$ cat config.mk
export PLATFORM = sky130hd
export DESIGN_NAME = uart_rx
export DESIGN_NICKNAME = d
export VERILOG_FILES = /design/src/rtl/uart_rx.sv
export SDC_FILE = /design/constraint.sdc
export NUM_CORES = 1
export LEC_CHECK = 0
export CORE_MARGIN = 3
export CORE_UTILIZATION = 40
export DETAILED_ROUTE_END_ITERATION = 10
export SKIP_CTS_REPAIR_TIMING = 1
export SYNTH_ARGS = -nofsm -noshare
export SYNTH_HDL_FRONTEND = slang
export SYNTH_SLANG_ARGS = --single-unit
export TNS_END_PERCENT = 100
$ cat constraint.sdc
create_clock -name clk -period 3.15 [get_ports clk]
set_clock_uncertainty 0.1 [all_clocks]
set_input_delay 0.63 -clock clk [delete_from_list [all_inputs] [get_ports clk]]
set_output_delay 0.63 -clock clk [all_outputs]
set_load 0.01 [all_outputs]
$ cat src/rtl/uart_rx.sv
// uart_rx: oversampling UART receiver (start, DATA_WIDTH data bits LSB first, optional parity, stop).
// Define UART_RX_MAJORITY_VOTE_EN to decide each bit by a 3-sample majority around mid-bit.
module uart_rx #(
    parameter int unsigned DATA_WIDTH = 8
) (
    input  logic                  clk,
    input  logic                  rstn,
    input  logic                  rx_in,
    input  logic [5:0]            prescale,
    input  logic                  par_en,
    input  logic                  par_typ,
    output logic [DATA_WIDTH-1:0] p_data,
    output logic                  data_valid,
    output logic                  par_err,
    output logic                  stp_err
);

    localparam int unsigned BW = (DATA_WIDTH > 1) ? $clog2(DATA_WIDTH) : 1;

    typedef enum logic [2:0] {
        S_IDLE,
        S_START,
        S_DATA,
        S_PARITY,
        S_STOP
    } state_t;

    state_t                r_state;
    logic                  r_sync1;
    logic                  r_sync2;
    logic [5:0]            r_edge_cnt;
    logic [5:0]            r_presc;
    logic [BW-1:0]         r_bit_cnt;
    logic [DATA_WIDTH-1:0] r_shift;
    logic                  r_par_en;
    logic                  r_par_typ;
    logic                  r_armed;
    logic                  r_par_bad;
    logic                  r_stop_bit;

    logic                  w_rx_s;
    logic [5:0]            w_mid;
    logic                  w_last;
    logic                  w_take;
    logic                  w_bit;

    assign w_rx_s = r_sync2;
    assign w_mid  = r_presc >> 1;
    assign w_last = (r_edge_cnt == (r_presc - 6'd1));

`ifdef UART_RX_MAJORITY_VOTE_EN
    logic r_v0;
    logic r_v1;

    // Bit is decided one edge late, once the third sample is on the line.
    assign w_take = (r_edge_cnt == (w_mid + 6'd1));
    assign w_bit  = (r_v0 & r_v1) | (r_v0 & w_rx_s) | (r_v1 & w_rx_s);

    always_ff @(posedge clk or negedge rstn) begin
        if (!rstn) begin
            r_v0 <= 1'b1;
            r_v1 <= 1'b1;
        end else begin
            if (r_edge_cnt == (w_mid - 6'd1)) r_v0 <= w_rx_s;
            if (r_edge_cnt == w_mid)          r_v1 <= w_rx_s;
        end
    end
`else
    assign w_take = (r_edge_cnt == w_mid);
    assign w_bit  = w_rx_s;
`endif

    always_ff @(posedge clk or negedge rstn) begin
        if (!rstn) begin
            r_sync1 <= 1'b1;
            r_sync2 <= 1'b1;
        end else begin
            r_sync1 <= rx_in;
            r_sync2 <= r_sync1;
        end
    end

    always_ff @(posedge clk or negedge rstn) begin
        if (!rstn) begin
            r_state    <= S_IDLE;
            r_edge_cnt <= '0;
            r_presc    <= 6'd16;
            r_bit_cnt  <= '0;
            r_shift    <= '0;
            r_par_en   <= 1'b0;
            r_par_typ  <= 1'b0;
            r_armed    <= 1'b1;
            r_par_bad  <= 1'b0;
            r_stop_bit <= 1'b1;
            p_data     <= '0;
            data_valid <= 1'b0;
            par_err    <= 1'b0;
            stp_err    <= 1'b0;
        end else begin
            data_valid <= 1'b0;
            par_err    <= 1'b0;
            stp_err    <= 1'b0;
            r_edge_cnt <= w_last ? 6'd0 : (r_edge_cnt + 6'd1);

            case (r_state)
                S_IDLE: begin
                    r_edge_cnt <= '0;
                    r_bit_cnt  <= '0;
                    if (w_rx_s) r_armed <= 1'b1;
                    if (r_armed && !w_rx_s) begin
                        r_state   <= S_START;
                        r_presc   <= prescale;
                        r_par_en  <= par_en;
                        r_par_typ <= par_typ;
                        r_par_bad <= 1'b0;
                    end
                end
                S_START: begin
                    if (w_take && w_bit) r_state <= S_IDLE;
                    else if (w_last)     r_state <= S_DATA;
                end
                S_DATA: begin
                    if (w_take) r_shift <= {w_bit, r_shift[DATA_WIDTH-1:1]};
                    if (w_last) begin
                        if (r_bit_cnt == BW'(DATA_WIDTH - 1)) begin
                            r_bit_cnt <= '0;
                            r_state   <= r_par_en ? S_PARITY : S_STOP;
                        end else begin
                            r_bit_cnt <= r_bit_cnt + BW'(1);
                        end
                    end
                end
                S_PARITY: begin
                    if (w_take) r_par_bad <= w_bit ^ (^r_shift) ^ r_par_typ;
                    if (w_last) r_state <= S_STOP;
                end
                S_STOP: begin
                    if (w_take) r_stop_bit <= w_bit;
                    if (w_last) begin
                        if (!r_stop_bit || r_par_bad) begin
                            par_err <= r_par_bad;
                            stp_err <= !r_stop_bit;
                        end else begin
                            p_data     <= r_shift;
                            data_valid <= 1'b1;
                        end
                        // A good stop with the line already low is the next start bit:
                        // enter START here so back-to-back frames lose no cycle.
                        if (r_stop_bit && !w_rx_s) begin
                            r_state   <= S_START;
                            r_presc   <= prescale;
                            r_par_en  <= par_en;
                            r_par_typ <= par_typ;
                            r_par_bad <= 1'b0;
                        end else begin
                            r_state <= S_IDLE;
                            r_armed <= r_stop_bit;
                        end
                    end
                end
                default: r_state <= S_IDLE;
            endcase
        end
    end

endmodule

==> results.cfg, run 1 <==
[layout]
nFillCells = 536
ff_latch_area_um2 = 1110
stdcell_count = 323
layout-drive-gt1-share_pct = 17.9
final_core_util_pct = 49.3
antenna_cells = 0
multi_input_area_um2 = 1240
area_growth_pct = 14.7
nNetsFinal = 265

[cts]
root_buffer = clkbuf_8
cts-htree-levels = 2
cts_buffer_depth = 2
clock_latency_ns = 0.30
cts_made_buffers = 5
clk_pin_slew_ns = 0.09
cts_tree = built
cts_sinks = 44

[sta]
period_needed_ns = 2.65
finalHoldViolations = 0
worstMarginPinSlew_ns = 0.961
finalSetupTns_ns = 0
rsz0062_at_grt = no
slew_violations = 0
clock.fmax_mhz = 377
min_period_over_period_pct = 84.2
relSlewSlack_pct = 36.0
setup_viol = 0

[detailed_routing]
post_drt_wl_per_cell_um = 16.3
route.detailed.drc = 0
first_pass_iters = 4
via_count = 1874
wl_um = 5270
avgViaCountPerCell = 5.80
ant_nets = 0
drt-initial-drc-count = 107

[global_routing]
grt_overflow = 0
grtUsageTotal_pct = 15.4
grt_max_degree = 45
grt_pass1_wl_um = 9120
grt_pass1_vias = 1838
antenna_found_initial = 0

[logic_synthesis]
synth_xor_area_share_pct = 8.71
ys_dominant_reg_cell = dfrtp_1
synthMuxAreaShare_pct = 7.75
synth_top_family_by_area = simple AND/OR/NAND/NOR gates
synthCells = 232
netlist_top_cells_count = dfrtp_1 (39), mux2_2 (17), xnor2_1 (16)
syn_avg_cell_area_um2 = 10.6
yosys_warnings = 0
synth_top_cell_area_share_pct = 39.5
yosysTopAreaCell = dfrtp_1
synth_nets = 247
seq_area_frac_synth_pct = 44.8
synth_fa_ha_area_share_pct = 2.03
yosysMostFrequentCell = dfrtp_1
synth-edff-count = 0
syn_area_um2 = 2470
synth-simple-area-share_pct = 16.4
ys_seq_elements = 44
synth_cell_types = 52
synth_compound_area_share_pct = 14.9
synthArstFlopShare_pct = 100
synthTopCellsByArea = dfrtp_1 (40%), mux2_2 (7.8%), xnor2_1 (5.7%)

[floorplanning]
die_w_um = 84.6
die_y_um = 84.6
dieArea_um2 = 7150
coreArea_um2 = 5740
ios = 22
rows = 27
start_util_pct = 43.0

[run]
drv_cap = 0

[worst_setup_path]
crit_required_ns = 3.24
rr_worst_depth = 6
worstPathMaxFanout = 8
cp.arrival_ns = 2.74
rrSetupSlack_ns = 0.50
cp-start-kind = flip-flop
reg2reg_from = r_presc[0]
cp-startpoint = r_presc[0]
path_class = reg -> reg
cp-end-kind = flip-flop
cp-endpoint = p_data[5]
r2r_end = p_data[5]

[pwr]
p_per_area_nw_per_um2 = 862
vdd_drop_max_uv = 416
p_leak_nw = 1.21
fin_total_pwr_mw = 2.44

[placement]
dp.cells = 315
port_buffers = 21
gp_congestion = 0.848
hpwl_um = 3600

[hold_path]
holdCritPathClass = reg -> reg

[run_status]
status = completed
critical path: stages (launching register included):
cell	delay, ns
dfrtp_1	0.42
or4_1	0.54
or3_1	0.37
a2111oi_4	0.39
buf_4	0.21
nand4_4	0.18
mux2_2	0.33
routing by layer:
layer,wire (um),global-route usage [%],up-vias
li1,-,-,898
met1,2450,20.8,931
met2,2550,24.6,39
met3,174,3.24,6
met4,89,4.89,0
met5,0,0,-
power by group:
| part | internal (mW) | switching [mW] |
|---|---|---|
| sequential | 0.693 | 0.187 |
| clock | 0.239 | 0.209 |
| combinational | 0.481 | 0.632 |
layout by cell type, fill, tap and decap left out, types with 2 or more instances in the layout:
master | synthesis | layout
nor2b_1 | 4 | 4
xor2_1 | 6 | 6
inv_1 | 10 | 10
buf_4 | 1 | 5
or2_2 | 2 | 2
and2_1 | 2 | 2
mux2_2 | 17 | 17
o311ai_0 | 8 | 8
o21ai_0 | 3 | 3
nor3_1 | 8 | 8
xnor2_1 | 16 | 16
ha_1 | 4 | 4
nand4_1 | 10 | 10
dfstp_2 | 5 | 5
or3_1 | 2 | 2
nand2_1 | 11 | 11
and4_2 | 3 | 3
and3_1 | 2 | 2
a31oi_1 | 9 | 9
clkdlybuf4s50_1 | 0 | 20
clkbuf_8 | 2 | 5
dfrtp_1 | 39 | 39
a221o_1 | 3 | 3
nor2_1 | 6 | 6
nand3_1 | 5 | 5
nor3b_1 | 3 | 3
nand2b_1 | 4 | 4
a21oi_1 | 15 | 15
state kept, by name, summed over array words and instances (netlist names):
| signal | count |
|---|---|
| r_sync2 | 1 |
| r_stop_bit | 1 |
| p_data | 8 |
| r_par_typ | 1 |
| data_valid | 1 |
| r_state | 3 |
| r_shift | 8 |
| r_edge_cnt | 6 |
| stp_err | 1 |
| par_err | 1 |
| r_presc | 6 |
| r_sync1 | 1 |
| r_armed | 1 |
| r_par_en | 1 |
| r_bit_cnt | 3 |
| r_par_bad | 1 |
stage by stage:
stage                     hold slack, ns  worst slack, ns  area, um2
after floorplan                    0.234            0.664       2470
after global placement             0.246            0.552       2720
after detailed placement           0.247            0.504       2720
after CTS                          0.261            0.481       2830
after global routing               0.264            0.381       2830
final                              0.260            0.497       2830
cell type report:
cell class / instances / area share [%]
clock buffer: 5 / 2.43
clock inverter: 3 / 1.63
inverter: 10 / 1.32
multi-input combinational: 163 / 43.8
sequential: 44 / 39.1
tap: 72 / 3.18
timing repair buffer: 26 / 8.57
worst min path at each step:
stage                       start         end  cells after the start
after global routing      r_sync1     r_sync2                      0
after detailed placement  r_sync1     r_sync2                      0
after floorplan              rstn  data_valid                      0
after CTS                 r_sync1     r_sync2                      0
final                     r_sync1     r_sync2                      0
after global placement    r_sync1     r_sync2                      0
kinds of logic (layout without fill, tap and decap cells):
family | count (synthesis) | after routing
and+or+nand+nor | 68 | 68
AOI/OAI and AO/OA | 51 | 51
DFF | 44 | 44
buffers and inverters | 25 | 44
xor gates and xnor gates | 23 | 23
muxes | 17 | 17
adders and majority gates | 4 | 4
Power figures use the tool's default switching activity.
==> inputs of run 2 (changes only) <==
Clock period 3.15 ns to 2.2 ns, I/O delays scaled along.
==> results.cfg, run 2 (same netlist as run 1, synthesis figures left out) <==
[global_routing]
grt_pass1_vias = 1823
grtUsageTotal_pct = 15.8
grt_pass1_wl_um = 9210
antenna_found_initial = 0
grt_overflow = 0
grt_max_degree = 45

[worst_setup_path]
critical-path-slowest-cell = or4_4
cp-end-kind = flip-flop
slowest_delay_ns = 0.53
cp-start-kind = flip-flop
cp.arrival_ns = 2.55
worstPathMaxFanout = 8
cp_cell_sequence = or4_4 > or3_4 > a2111oi_4 > buf_4 > nand4_4 > mux2_4
path_class = reg -> reg
crit_required_ns = 2.28

[floorplanning]
rows = 27
dieArea_um2 = 7150
ios = 22
die_y_um = 84.6
start_util_pct = 43.0
coreArea_um2 = 5740
die_w_um = 84.6

[detailed_routing]
wl_met1_um = 2800
first_pass_iters = 4
route.detailed.drc = 0
post_drt_wl_per_cell_um = 16.1
route.met2.wl_um = 2530
wl_met3_um = 205
drt-initial-drc-count = 126
ant_nets = 0
top_layer_used = met4
wl_um = 5610
avgViaCountPerCell = 5.53
via_count = 1926

[layout]
stdcell_count = 348
layout-drive-gt1-share_pct = 31.9
nNetsFinal = 291
final_common_cell = dfrtp_1
nFillCells = 488
area_growth_pct = 26.9
most-common-layout-cells = dfrtp_1 (39), buf_4 (26), clkdlybuf4s50_1 (20)
largestRegisters = p_data: 8 flops, r_shift: 8 flops
final_core_util_pct = 54.6
antenna_cells = 0
stdcell_area_um2 = 3130

[sta]
hold_ws_ns = 0.112
setup_slack_ns = -0.266
worstMarginPinSlew_ns = 0.760
clock.fmax_mhz = 405
min_period_over_period_pct = 112
period_needed_ns = 2.47
finalHoldViolations = 0
rsz0062_at_grt = yes
relSlewSlack_pct = 49.2
setup_viol = 33
slew_violations = 0

[placement]
port_buffers = 21
gp_congestion = 0.813
dpl_cell_area_um2 = 2920
dp.cells = 338
hpwl_um = 3910

[cts]
cts_sinks = 44
cts_tree = built
cts_buffer_depth = 2
cts-htree-levels = 2
root_buffer = clkbuf_8
clk_pin_slew_ns = 0.08
clock_latency_ns = 0.30
cts_made_buffers = 5

[run_status]
violations = setup timing
status = finished, violations left

[run]
drv_cap = 0

[pwr]
p_per_area_nw_per_um2 = 1250
fin_total_pwr_mw = 3.93
vdd_drop_max_uv = 643
p_leak_nw = 1.36

[hold_path]
holdCritPathClass = in -> async
-- run 2: cell count changes in the layout (fill, tap and decap cells not counted), moves of 2 or more --
cell | before | now
buf_4 | 5 | 26
o311ai_0 | 8 | 0
nor3_1 | 8 | 2
nor3_2 | 0 | 6
o311ai_1 | 0 | 5
buf_6 | 0 | 4
and3_1 | 2 | 0
and3_4 | 0 | 2
nor3b_1 | 3 | 1
nor3b_2 | 0 | 2
o311ai_2 | 0 | 2
-- run 2: final cells by class --
class                      instances  area, um2  area share [%]
clock buffer                       5       68.8            2.20
clock inverter                     2       12.5           0.399
timing repair buffer              52        465            14.9
inverter                          10       37.5            1.20
multi-input combinational        163       1350            43.2
tap                               72       90.1            2.87
sequential                        44       1110            35.3
-- run 2: report_power, final --
part           leakage (nW)  internal [mW]  switching, mW
registers             0.575          0.994          0.158
clock network        0.0400          0.215          0.271
logic                 0.746           1.09           1.20
total                  1.36           2.30           1.63
-- run 2: routing by layer --
| metal | vias to the layer above | global-route usage, % |
|---|---|---|
| met5 | - | 0 |
| met1 | 945 | 22.7 |
| met2 | 34 | 23.8 |
| met3 | 4 | 3.34 |
| met4 | 0 | 5.18 |
| li1 | 943 | - |
-- run 2: worst paths after layout --
check	from	to	slack (ns)	cells past startpoint
min reg2reg	r_sync1	r_sync2	0.26	0
max reg2reg	r_presc[0]	p_data[1]	-0.27	6
max in group asynchronous	rstn	r_armed	1.48	2
min in group clk	r_sync1	r_sync2	0.26	0
max	r_presc[0]	p_data[1]	-0.27	6
min	rstn	r_edge_cnt[2]	0.11	2
-- run 2: through the flow --
| stage | TNS (ns) | setup WS (ns) |
|---|---|---|
| after floorplan | -3.07 | -0.190 |
| after global placement | -6.05 | -0.279 |
| after detailed placement | -7.74 | -0.339 |
| after CTS | -8.34 | -0.354 |
| after global routing | -10.67 | -0.383 |
| final | -6.94 | -0.266 |
-- run 2: critical path, delay by kind of cell (launching register included) --
family / cells / cell delay (ns)
and+or+nand+nor: 3 / 1.03
DFF: 1 / 0.38
muxes: 1 / 0.35
AOI/OAI and AO/OA: 1 / 0.31
buffers and inverters: 1 / 0.17
